### config.mk
export PLATFORM = sky130hd
export DESIGN_NAME = delay_apply_ctrl_flat
export DESIGN_NICKNAME = d
export VERILOG_FILES = /design/src/rtl/delay_apply_ctrl_if.sv /design/src/rtl/delay_apply_ctrl.sv /design/src/flat_wrapper.sv
export SDC_FILE = /design/constraint.sdc
export NUM_CORES = 1
export LEC_CHECK = 0
export BUFFER_PORTS_ARGS = -buffer_cell sky130_fd_sc_hd__clkbuf_2
export CORE_ASPECT_RATIO = 1.75
export CORE_UTILIZATION = 55
export CTS_CLUSTER_DIAMETER = 120
export DETAILED_ROUTE_END_ITERATION = 12
export GPL_TIMING_DRIVEN = 0
export PLACE_DENSITY = 0.85
export SYNTH_ARGS = -nofsm -noshare
export SYNTH_HDL_FRONTEND = slang
export SYNTH_SLANG_ARGS = --single-unit
### constraint.sdc
create_clock -name user_clk -period 2.9 [get_ports user_clk]
set_clock_uncertainty 0.15 [all_clocks]
set_input_delay 0 -clock user_clk [delete_from_list [all_inputs] [get_ports user_clk]]
set_output_delay 0 -clock user_clk [all_outputs]
set_load 0.05 [all_outputs]
### src/rtl/delay_apply_ctrl_if.sv
`default_nettype none
// ============================================================================
// Module      : delay_apply_ctrl_if
// Description : Software control / delay datapath bundle for delay_apply_ctrl.
// Revision    : 1.0 - initial release
// ============================================================================
interface delay_apply_ctrl_if #(
    parameter int DELAY_W = 11
);
    logic [31:0]        ctrl_word;
    logic               sync_in;
    logic [DELAY_W-1:0] delay_out;
    logic               delay_load;
    logic               busy;
    logic [31:0]        status_word;

    modport master (
        output ctrl_word,
        output sync_in,
        input  delay_out,
        input  delay_load,
        input  busy,
        input  status_word
    );

    modport slave (
        input  ctrl_word,
        input  sync_in,
        output delay_out,
        output delay_load,
        output busy,
        output status_word
    );
endinterface
`default_nettype wire

### src/rtl/delay_apply_ctrl.sv
`default_nettype none
// ============================================================================
// Module      : delay_apply_ctrl
// Description : Arms, clamps and sync-aligns software delay updates into the
//               coarse-delay buffer, with settle hold-off and status readback.
// Revision    : 1.0 - initial release
// ============================================================================
module delay_apply_ctrl #(
    parameter int DELAY_W    = 11,
    parameter int MAX_DELAY  = 2047,
    parameter int SETTLE_CYC = 16
) (
    input  wire logic          user_clk,
    input  wire logic          user_rst_n,
    delay_apply_ctrl_if.slave  bus
);

    localparam int                 c_cnt_w       = $clog2(SETTLE_CYC + 1);
    localparam logic [c_cnt_w-1:0] c_settle_last = c_cnt_w'(SETTLE_CYC - 1);
    localparam logic [DELAY_W-1:0] c_max_req     = DELAY_W'(MAX_DELAY);

    typedef enum logic [1:0] {
        S_IDLE      = 2'd0,
        S_WAIT_SYNC = 2'd1,
        S_LOAD      = 2'd2,
        S_SETTLE    = 2'd3
    } state_t;

    state_t             state_q, state_d;
    logic [31:0]        ctrl_q, ctrl_d;
    logic               arm_prev_q, arm_prev_d;
    logic               clr_prev_q, clr_prev_d;
    logic [DELAY_W-1:0] req_q, req_d;
    logic [c_cnt_w-1:0] cnt_q, cnt_d;
    logic [DELAY_W-1:0] delay_out_q, delay_out_d;
    logic               delay_load_q, delay_load_d;
    logic [7:0]         apply_cnt_q, apply_cnt_d;
    logic               clamped_q, clamped_d;
    logic               overrun_q, overrun_d;
    logic [31:0]        status_q, status_d;

    logic               w_arm_edge;
    logic               w_clr_edge;
    logic               w_req_over;
    logic [DELAY_W-1:0] w_req_clamped;
    logic               ctrl_unused;

    assign w_arm_edge    = ctrl_q[31] & ~arm_prev_q;
    assign w_clr_edge    = ctrl_q[29] & ~clr_prev_q;
    assign w_req_over    = ctrl_q[DELAY_W-1:0] > c_max_req;
    assign w_req_clamped = w_req_over ? c_max_req : ctrl_q[DELAY_W-1:0];
    assign ctrl_unused   = &{1'b0, ctrl_q[28:DELAY_W]};

    always_comb begin
        ctrl_d       = bus.ctrl_word;
        arm_prev_d   = ctrl_q[31];
        clr_prev_d   = ctrl_q[29];
        state_d      = state_q;
        req_d        = req_q;
        cnt_d        = cnt_q;
        delay_out_d  = delay_out_q;
        delay_load_d = 1'b0;
        apply_cnt_d  = apply_cnt_q;
        clamped_d    = clamped_q;
        overrun_d    = overrun_q;

        case (state_q)
            S_IDLE: begin
                if (w_arm_edge) begin
                    req_d = w_req_clamped;
                    if (w_req_over) clamped_d = 1'b1;
                    if (ctrl_q[30]) begin
                        state_d      = S_LOAD;
                        delay_out_d  = w_req_clamped;
                        delay_load_d = 1'b1;
                    end else begin
                        state_d = S_WAIT_SYNC;
                    end
                end
            end
            S_WAIT_SYNC: begin
                if (bus.sync_in) begin
                    state_d      = S_LOAD;
                    delay_out_d  = req_q;
                    delay_load_d = 1'b1;
                end
            end
            S_LOAD: begin
                state_d = S_SETTLE;
                cnt_d   = c_settle_last;
            end
            default: begin
                if (cnt_q == '0) begin
                    state_d     = S_IDLE;
                    apply_cnt_d = apply_cnt_q + 8'd1;
                end else begin
                    cnt_d = cnt_q - 1'b1;
                end
            end
        endcase

        // A second arm while busy is dropped, only flagged.
        if (w_arm_edge && (state_q != S_IDLE)) overrun_d = 1'b1;

        // Clear takes priority over any same-cycle increment or flag set.
        if (w_clr_edge) begin
            apply_cnt_d = 8'd0;
            clamped_d   = 1'b0;
            overrun_d   = 1'b0;
        end

        status_d = {19'd0, 1'b0, state_q, overrun_q, clamped_q, apply_cnt_q};
    end

    always_ff @(posedge user_clk) begin
        if (!user_rst_n) begin
            ctrl_q       <= 32'hA000_0000;
            arm_prev_q   <= 1'b1;
            clr_prev_q   <= 1'b1;
            state_q      <= S_IDLE;
            req_q        <= '0;
            cnt_q        <= '0;
            delay_out_q  <= '0;
            delay_load_q <= 1'b0;
            apply_cnt_q  <= 8'd0;
            clamped_q    <= 1'b0;
            overrun_q    <= 1'b0;
            status_q     <= 32'd0;
        end else begin
            ctrl_q       <= ctrl_d;
            arm_prev_q   <= arm_prev_d;
            clr_prev_q   <= clr_prev_d;
            state_q      <= state_d;
            req_q        <= req_d;
            cnt_q        <= cnt_d;
            delay_out_q  <= delay_out_d;
            delay_load_q <= delay_load_d;
            apply_cnt_q  <= apply_cnt_d;
            clamped_q    <= clamped_d;
            overrun_q    <= overrun_d;
            status_q     <= status_d;
        end
    end

    assign bus.delay_out   = delay_out_q;
    assign bus.delay_load  = delay_load_q;
    assign bus.busy        = (state_q != S_IDLE);
    assign bus.status_word = status_q;

endmodule
`default_nettype wire

### src/flat_wrapper.sv
// flat-port wrapper written by rule: the top's interface ports become plain ports
module delay_apply_ctrl_flat 
#(
    parameter int DELAY_W    = 11,
    parameter int MAX_DELAY  = 2047,
    parameter int SETTLE_CYC = 16
)
  (user_clk, user_rst_n, bus_ctrl_word, bus_sync_in, bus_delay_out, bus_delay_load, bus_busy, bus_status_word);
  delay_apply_ctrl_if #(.DELAY_W(DELAY_W)) bus_i ();
  input  wire logic user_clk;
  input  wire logic user_rst_n;
  input wire logic [$bits(bus_i.ctrl_word)-1:0] bus_ctrl_word;
  input wire logic [$bits(bus_i.sync_in)-1:0] bus_sync_in;
  output wire logic [$bits(bus_i.delay_out)-1:0] bus_delay_out;
  output wire logic [$bits(bus_i.delay_load)-1:0] bus_delay_load;
  output wire logic [$bits(bus_i.busy)-1:0] bus_busy;
  output wire logic [$bits(bus_i.status_word)-1:0] bus_status_word;
  assign bus_i.ctrl_word = bus_ctrl_word;
  assign bus_i.sync_in = bus_sync_in;
  assign bus_delay_out = bus_i.delay_out;
  assign bus_delay_load = bus_i.delay_load;
  assign bus_busy = bus_i.busy;
  assign bus_status_word = bus_i.status_word;
  delay_apply_ctrl #(.DELAY_W(DELAY_W), .MAX_DELAY(MAX_DELAY), .SETTLE_CYC(SETTLE_CYC)) u_core (.user_clk(user_clk), .user_rst_n(user_rst_n), .bus(bus_i));
endmodule
==> impl_metrics.yaml, run 1 <==
run_status:
  status: "completed"
synthesis:
  syn-instance-count: 286
  syn_area_per_cell_um2: 9.62
  ys_ff_latch: 68
  synth_area_leader_cell: "dfxtp_1"
  ys_seq_area_share_pct: 49.5
  yosys-top-cells-area: "dfxtp_1 49%, nand2_1 6.3%, and2_1 5.5%"
  yosysWarnings: 0
  synth_cell_types: 38
  yosysTopAreaCellShare_pct: 49.5
  syn_area_mm2: 0.00275
placement:
  post-place-ws_ns: 0.660
  globalplace.congestion: 0.841
  place_inst: 398
  hpwl_um: 3630
  io_buffers: 41
  place_area_mm2: 0.00309
finish:
  final_net_count: 416
  fin_cells: 431
  final_cell_area_mm2: 0.00347
  mostFrequentLayoutCells: "68 x dfxtp_1, 46 x nand2_1, 41 x clkbuf_2"
  final_common_cell: "dfxtp_1"
  drive_gt1_share_pct: 21.4
  areaGrowthSynthToFinish_pct: 26.3
  antenna_cells: 0
  fillers: 345
clock_network:
  cts_buffers: 9
  h-tree-depth: 3
  cts_resized: 0
  clock-sinks: 68
  postCtsSetupRepairBufs: 0
  clock_latency_ns: 0.35
  ctsHoldBuffers: 18
  cts_tree: "yes"
  cts-root-buf: "clkbuf_8"
  clockBufferDepth: 2
  clk_pin_slew_ns: 0.07
global_route:
  grt_pass1_vias: 2039
  grt_first_pass_wirelength_um: 8560
  grt_antenna_before_repair: 0
  grt_use_total_pct: 21.6
  gr-total-overflow: 0
  grt_max_degree: 11
sta:
  setup_ws_ns: 0.658
  rsz0062_at_grt: "no"
  max_freq_mhz: 446
  finalSetupTns_ns: 0
  finalMaxSlewViolations: 0
  period_share_pct: 77.3
  worst_slew_pin_slew_ns: 0.741
  hold_viol: 0
  relSlewSlack_pct: 50.3
  period_minus_slack_ns: 2.24
  finalSetupViolCount: 0
routing:
  via_per_inst: 4.92
  met1_length_um: 1920
  totalWireLength_um: 5270
  first_pass_iters: 4
  wl_met2_um: 3000
  drt_iter0_drc: 43
  via_count: 2119
  ant_nets: 0
  wl_per_cell_um: 12.2
  drcViolationCount: 0
  routed.top_layer: "met4"
  met3_length_um: 211
floorplan:
  initial_utilization_pct: 57.9
  ios: 80
  die_w_um: 55.5
  rows: 33
  coreArea_mm2: 0.00475
  die_area_mm2: 0.00530
  dieHeight_um: 95.5
critical_path:
  cp_max_fo: 10
  crit_arrival_ns: 2.38
  cp-end-kind: "register"
  cp-start-kind: "register"
  critPathMostFrequentCell: "clkbuf_1"
  critPathTopFamily: "buffers and inverters"
  critPathRequiredTime_ns: 3.04
  slowest_delay_ns: 0.47
  path_cells: "inv_1 -> ha_1 -> clkbuf_1 -> nor2b_1 -> a211oi_2 -> clkbuf_1 -> o211a_1"
  crit_type: "register to register"
  critPathBufInv: 3
  slowest_stage: "clkbuf_1"
power:
  irDropWorstVdd_mv: 0.838
  p_leak_nw: 1.64
  power_density_mw_per_mm2: 869
min_path:
  hp-class: "input port to register"
job:
  drv_cap: 0
[cell families after synthesis]
logic type / Yosys count / synth area share, %
AND/OR/NAND/NOR: 108 / 20.2
other: 1 / 0.136
adder cells (fa/ha/maj): 6 / 2.73
flip-flops: 68 / 49.5
multiplexers: 14 / 5.14
XOR/XNOR: 6 / 1.91
AO/OA/AOI/OAI: 41 / 11.8
buffers and inverters: 42 / 8.55
[worst paths after layout]
| path | cells past startpoint | endpoint | slack, ns | start |
|---|---|---|---|---|
| worst max register to register | 7 | u_core.bus.delay_out[1] | 0.66 | u_core.state_q[1] |
| worst min register to register | 2 | u_core.clamped_q | 0.28 | u_core.clamped_q |
| worst min-delay path | 3 | u_core.ctrl_q[7] | 0.24 | bus_ctrl_word[7] |
| worst max-delay path | 7 | u_core.bus.delay_out[1] | 0.66 | u_core.state_q[1] |
[where the power goes]
| part | total (mW) | leakage [nW] | switching [mW] | internal, mW |
|---|---|---|---|---|
| clock network | 0.794 | 0.103 | 0.331 | 0.464 |
| logic | 1.08 | 0.985 | 0.749 | 0.333 |
| registers | 1.14 | 0.554 | 0.0803 | 1.06 |
[per-layer routing]
| metal | vias up | GRT usage [%] |
|---|---|---|
| met5 | - | 0 |
| met4 | 0 | 11.3 |
| met3 | 10 | 6.51 |
| met2 | 55 | 44.0 |
| met1 | 970 | 18.1 |
| li1 | 1084 | - |
[cell type report]
| cell class | instances | area (um2) | share of cell area [%] |
|---|---|---|---|
| buffer | 32 | 198 | 5.69 |
| clock inverter | 1 | 30.0 | 0.864 |
| multi-input combinational | 195 | 1220 | 35.3 |
| tap | 52 | 65.1 | 1.87 |
| timing repair buffer | 59 | 385 | 11.1 |
| inverter | 10 | 37.5 | 1.08 |
| sequential | 68 | 1360 | 39.2 |
| clock buffer | 14 | 173 | 4.97 |
[state kept, by name, indices dropped and copies added, names as in the netlist, 2 cells and up]
signal	flops
u_core.bus.status_word	12
u_core.state_q	2
u_core.cnt_q	5
u_core.apply_cnt_q	8
u_core.bus.delay_out	11
u_core.req_q	11
u_core.ctrl_q	14
[worst reg2reg max path, delay by kind of cell, from the launching register on]
| kind | cells | cell delay (ns) |
|---|---|---|
| AO/OA/AOI/OAI | 2 | 0.52 |
| adder cells (fa/ha/maj) | 1 | 0.19 |
| buffers and inverters | 3 | 0.73 |
| flip-flops | 1 | 0.40 |
| AND/OR/NAND/NOR | 1 | 0.19 |
[through the flow]
stage | power, mW | hold WS, ns | util (%)
floorplan | 2.00 | -0.0485 | -
global route | 3.15 | 0.247 | 73.2
CTS | 3.04 | 0.225 | 73.2
finish | 3.02 | 0.244 | 73.2
global placement | 2.20 | 0.0314 | 65.1
detailed placement | 2.22 | 0.0433 | 65.1
[synthesized netlist by cell type (all sizes together)]
cell type / count
a211oi: 2
a21boi: 13
a21oi: 7
a22oi: 1
and2: 24
and3: 1
buf: 23
clkbuf: 9
conb: 1
dfxtp: 68
ha: 6
inv: 10
mux2: 1
mux2i: 13
nand2: 46
nand2b: 3
nand3: 3
nand3b: 1
nand4: 1
nand4b: 1
nand4bb: 1
nor2: 13
nor2b: 3
nor3: 4
nor3b: 2
nor4: 2
nor4b: 1
o211a: 14
o21ai: 4
or2: 1
or3: 1
xnor2: 3
xor2: 3
(Power assumes the default switching activity.)
==> run 2, diff against run 1 <==
--- a/config.mk
+++ b/config.mk
@@ -7,11 +7,11 @@
 export LEC_CHECK = 0
 export BUFFER_PORTS_ARGS = -buffer_cell sky130_fd_sc_hd__clkbuf_2
 export CORE_ASPECT_RATIO = 1.75
-export CORE_UTILIZATION = 55
+export CORE_UTILIZATION = 46
 export CTS_CLUSTER_DIAMETER = 120
 export DETAILED_ROUTE_END_ITERATION = 12
 export GPL_TIMING_DRIVEN = 0
-export PLACE_DENSITY = 0.85
+export PLACE_DENSITY = 0.76
 export SYNTH_ARGS = -nofsm -noshare
 export SYNTH_HDL_FRONTEND = slang
 export SYNTH_SLANG_ARGS = --single-unit
==> constraint.sdc (replaced) <==
create_clock -name user_clk -period 1.9 [get_ports user_clk]
set_clock_uncertainty 0.15 [all_clocks]
set_input_delay 0 -clock user_clk [delete_from_list [all_inputs] [get_ports user_clk]]
set_output_delay 0 -clock user_clk [all_outputs]
set_load 0.05 [all_outputs]
==> run 2 against run 1 <==
Against the previous run: the flow now finishes with violations (setup timing); via count up 3.2%; final area up 5.0%; count of clock-buffer cells in the layout down 4; critical endpoint is now u_core.state_q[1].
==> impl_metrics.yaml, run 2 (synthesis gave the netlist of run 1 again) <==
run_status:
  status: "finished, violations left"
  violations: "setup timing"
finish:
  drive_gt1_share_pct: 28.6
  mostFrequentLayoutCells: "64 x dfxtp_1, 46 x nand2_1, 43 x clkbuf_2"
  final_cell_area_mm2: 0.00365
  fin_cells: 464
  top_register: "u_core.ctrl_q"
  final_net_count: 424
  areaGrowthSynthToFinish_pct: 32.7
  antenna_cells: 0
  final_common_cell: "dfxtp_1"
  final_core_util_pct: 64.3
  largest_reg_flops: 14
clock_network:
  clock-sinks: 68
  h-tree-depth: 3
  clock_latency_ns: 0.35
  cts-root-buf: "clkbuf_8"
  clk_pin_slew_ns: 0.08
  cts_tree: "yes"
  clockBufferDepth: 2
  cts_buffers: 9
routing:
  wl_per_cell_um: 12.3
  totalWireLength_um: 5730
  via_count: 2187
  ant_nets: 0
  via_per_inst: 4.71
  drt_iter0_drc: 48
  first_pass_iters: 4
  drcViolationCount: 0
sta:
  setup_ws_ns: -0.0360
  period_minus_slack_ns: 1.94
  relSlewSlack_pct: 52.5
  finalMaxSlewViolations: 0
  worst_slew_pin_slew_ns: 0.708
  finalSetupViolCount: 1
  max_freq_mhz: 517
  period_share_pct: 102
  hold_viol: 0
  rsz0062_at_grt: "yes"
placement:
  place_area_mm2: 0.00313
  post-place-ws_ns: -0.251
  io_buffers: 41
  globalplace.congestion: 0.856
  hpwl_um: 3790
  place_inst: 422
critical_path:
  regToRegEndpoint: "u_core.state_q[1]"
  cp-end-kind: "register"
  slowest_stage: "dfxtp_2"
  r2r_cells: 7
  cp-start-kind: "register"
  r2r_setup_slack_ns: -0.04
  critPathRequiredTime_ns: 1.98
  crit_type: "register to register"
  path_cells: "inv_2 -> ha_4 -> nor4b_4 -> buf_4 -> nor2_4 -> a211oi_4 -> mux2_1"
  startpoint: "u_core.cnt_q[1]"
  r2r_start: "u_core.cnt_q[1]"
  worstSetupEndpoint: "u_core.state_q[1]"
  cp_max_fo: 5
  crit_arrival_ns: 2.01
  slowest_delay_ns: 0.34
floorplan:
  die_area_mm2: 0.00630
  initial_utilization_pct: 48.5
  rows: 36
  dieHeight_um: 104
  coreArea_mm2: 0.00568
  die_w_um: 60.5
  ios: 80
power:
  p_int_mw: 2.98
  power_frac_seq_pct: 35.7
  combPwrFrac_pct: 40.9
  irDropWorstVdd_mv: 0.985
  power_density_mw_per_mm2: 1350
  pwr-share-clk_pct: 23.4
  power_switching_mw: 1.93
  power_mw: 4.91
  p_sw_share_pct: 39.3
  p_leak_nw: 1.68
global_route:
  grt_antenna_before_repair: 0
  grt_pass1_vias: 2116
  gr-total-overflow: 0
  grt_use_total_pct: 19.7
  grt_max_degree: 13
  grt_first_pass_wirelength_um: 9190
min_path:
  hp-class: "input port to register"
job:
  drv_cap: 0
run 2: final cells by class:
| type | count | area [um2] |
|---|---|---|
| clock inverter | 6 | 65.1 |
| sequential | 68 | 1370 |
| buffer | 30 | 195 |
| clock buffer | 10 | 128 |
| timing repair buffer | 69 | 458 |
| inverter | 10 | 41.3 |
| multi-input combinational | 195 | 1300 |
| fill | 486 | 2030 |
| tap | 76 | 95.1 |
run 2: what timing repair did:
action,in CTS,in global routing
cloned,1,0
hold buffers,18,0
hold endpoints to repair,18,0
resized for setup,11,13
pin swaps,2,3
setup buffers,5,4
setup endpoints to repair,14,27
run 2: stage by stage:
stage          hold slack (ns)  setup TNS [ns]
6_report                 0.239         -0.0360
5_1_grt                  0.233          -0.149
4_1_cts                  0.221               0
3_3_place_gp            0.0317           -2.26
3_5_place_dp            0.0442           -2.72
2_1_floorplan          -0.0485               0
run 2: worst max-delay path, delay by kind of cell, from the launching register on:
kind                     cells  cell delay (ns)
AND/OR/NAND/NOR              2             0.29
AO/OA/AOI/OAI                1             0.26
adder cells (fa/ha/maj)      1             0.15
multiplexers                 1             0.34
flip-flops                   1             0.34
buffers and inverters        2             0.28
run 2: power by group through the flow:
| stage | Sequential, mW | Combinational (mW) | Clock (mW) |
|---|---|---|---|
| floorplan | 2.22 | 0.850 | 0 |
| global placement | 1.76 | 1.61 | 0 |
| detailed placement | 1.77 | 1.63 | 0 |
| CTS | 1.75 | 1.85 | 1.18 |
| global route | 1.78 | 2.13 | 1.24 |
| finish | 1.76 | 2.01 | 1.15 |
run 2: worst min-delay path by stage:
| stage | slack (ns) | depth (start not counted) | endpoint | from |
|---|---|---|---|---|
| 6_report | 0.24 | 3 | u_core.ctrl_q[8] | bus_ctrl_word[8] |
| 5_1_grt | 0.23 | 3 | u_core.ctrl_q[8] | bus_ctrl_word[8] |
| 4_1_cts | 0.22 | 3 | u_core.ctrl_q[8] | bus_ctrl_word[8] |
| 3_5_place_dp | 0.04 | 2 | u_core.ctrl_q[29] | bus_ctrl_word[29] |
| 3_3_place_gp | 0.03 | 2 | u_core.ctrl_q[31] | bus_ctrl_word[31] |
| 2_1_floorplan | -0.05 | 1 | u_core.ctrl_q[29] | bus_ctrl_word[29] |
run 2: layer usage:
metal | up-vias | share of wire (%) | global-route usage [%]
li1 | 1097 | - | -
met1 | 1001 | 36 | 18.7
met2 | 73 | 57 | 36.2
met3 | 16 | 3.7 | 4.48
met4 | 0 | 3.0 | 10.9
met5 | - | 0 | 0
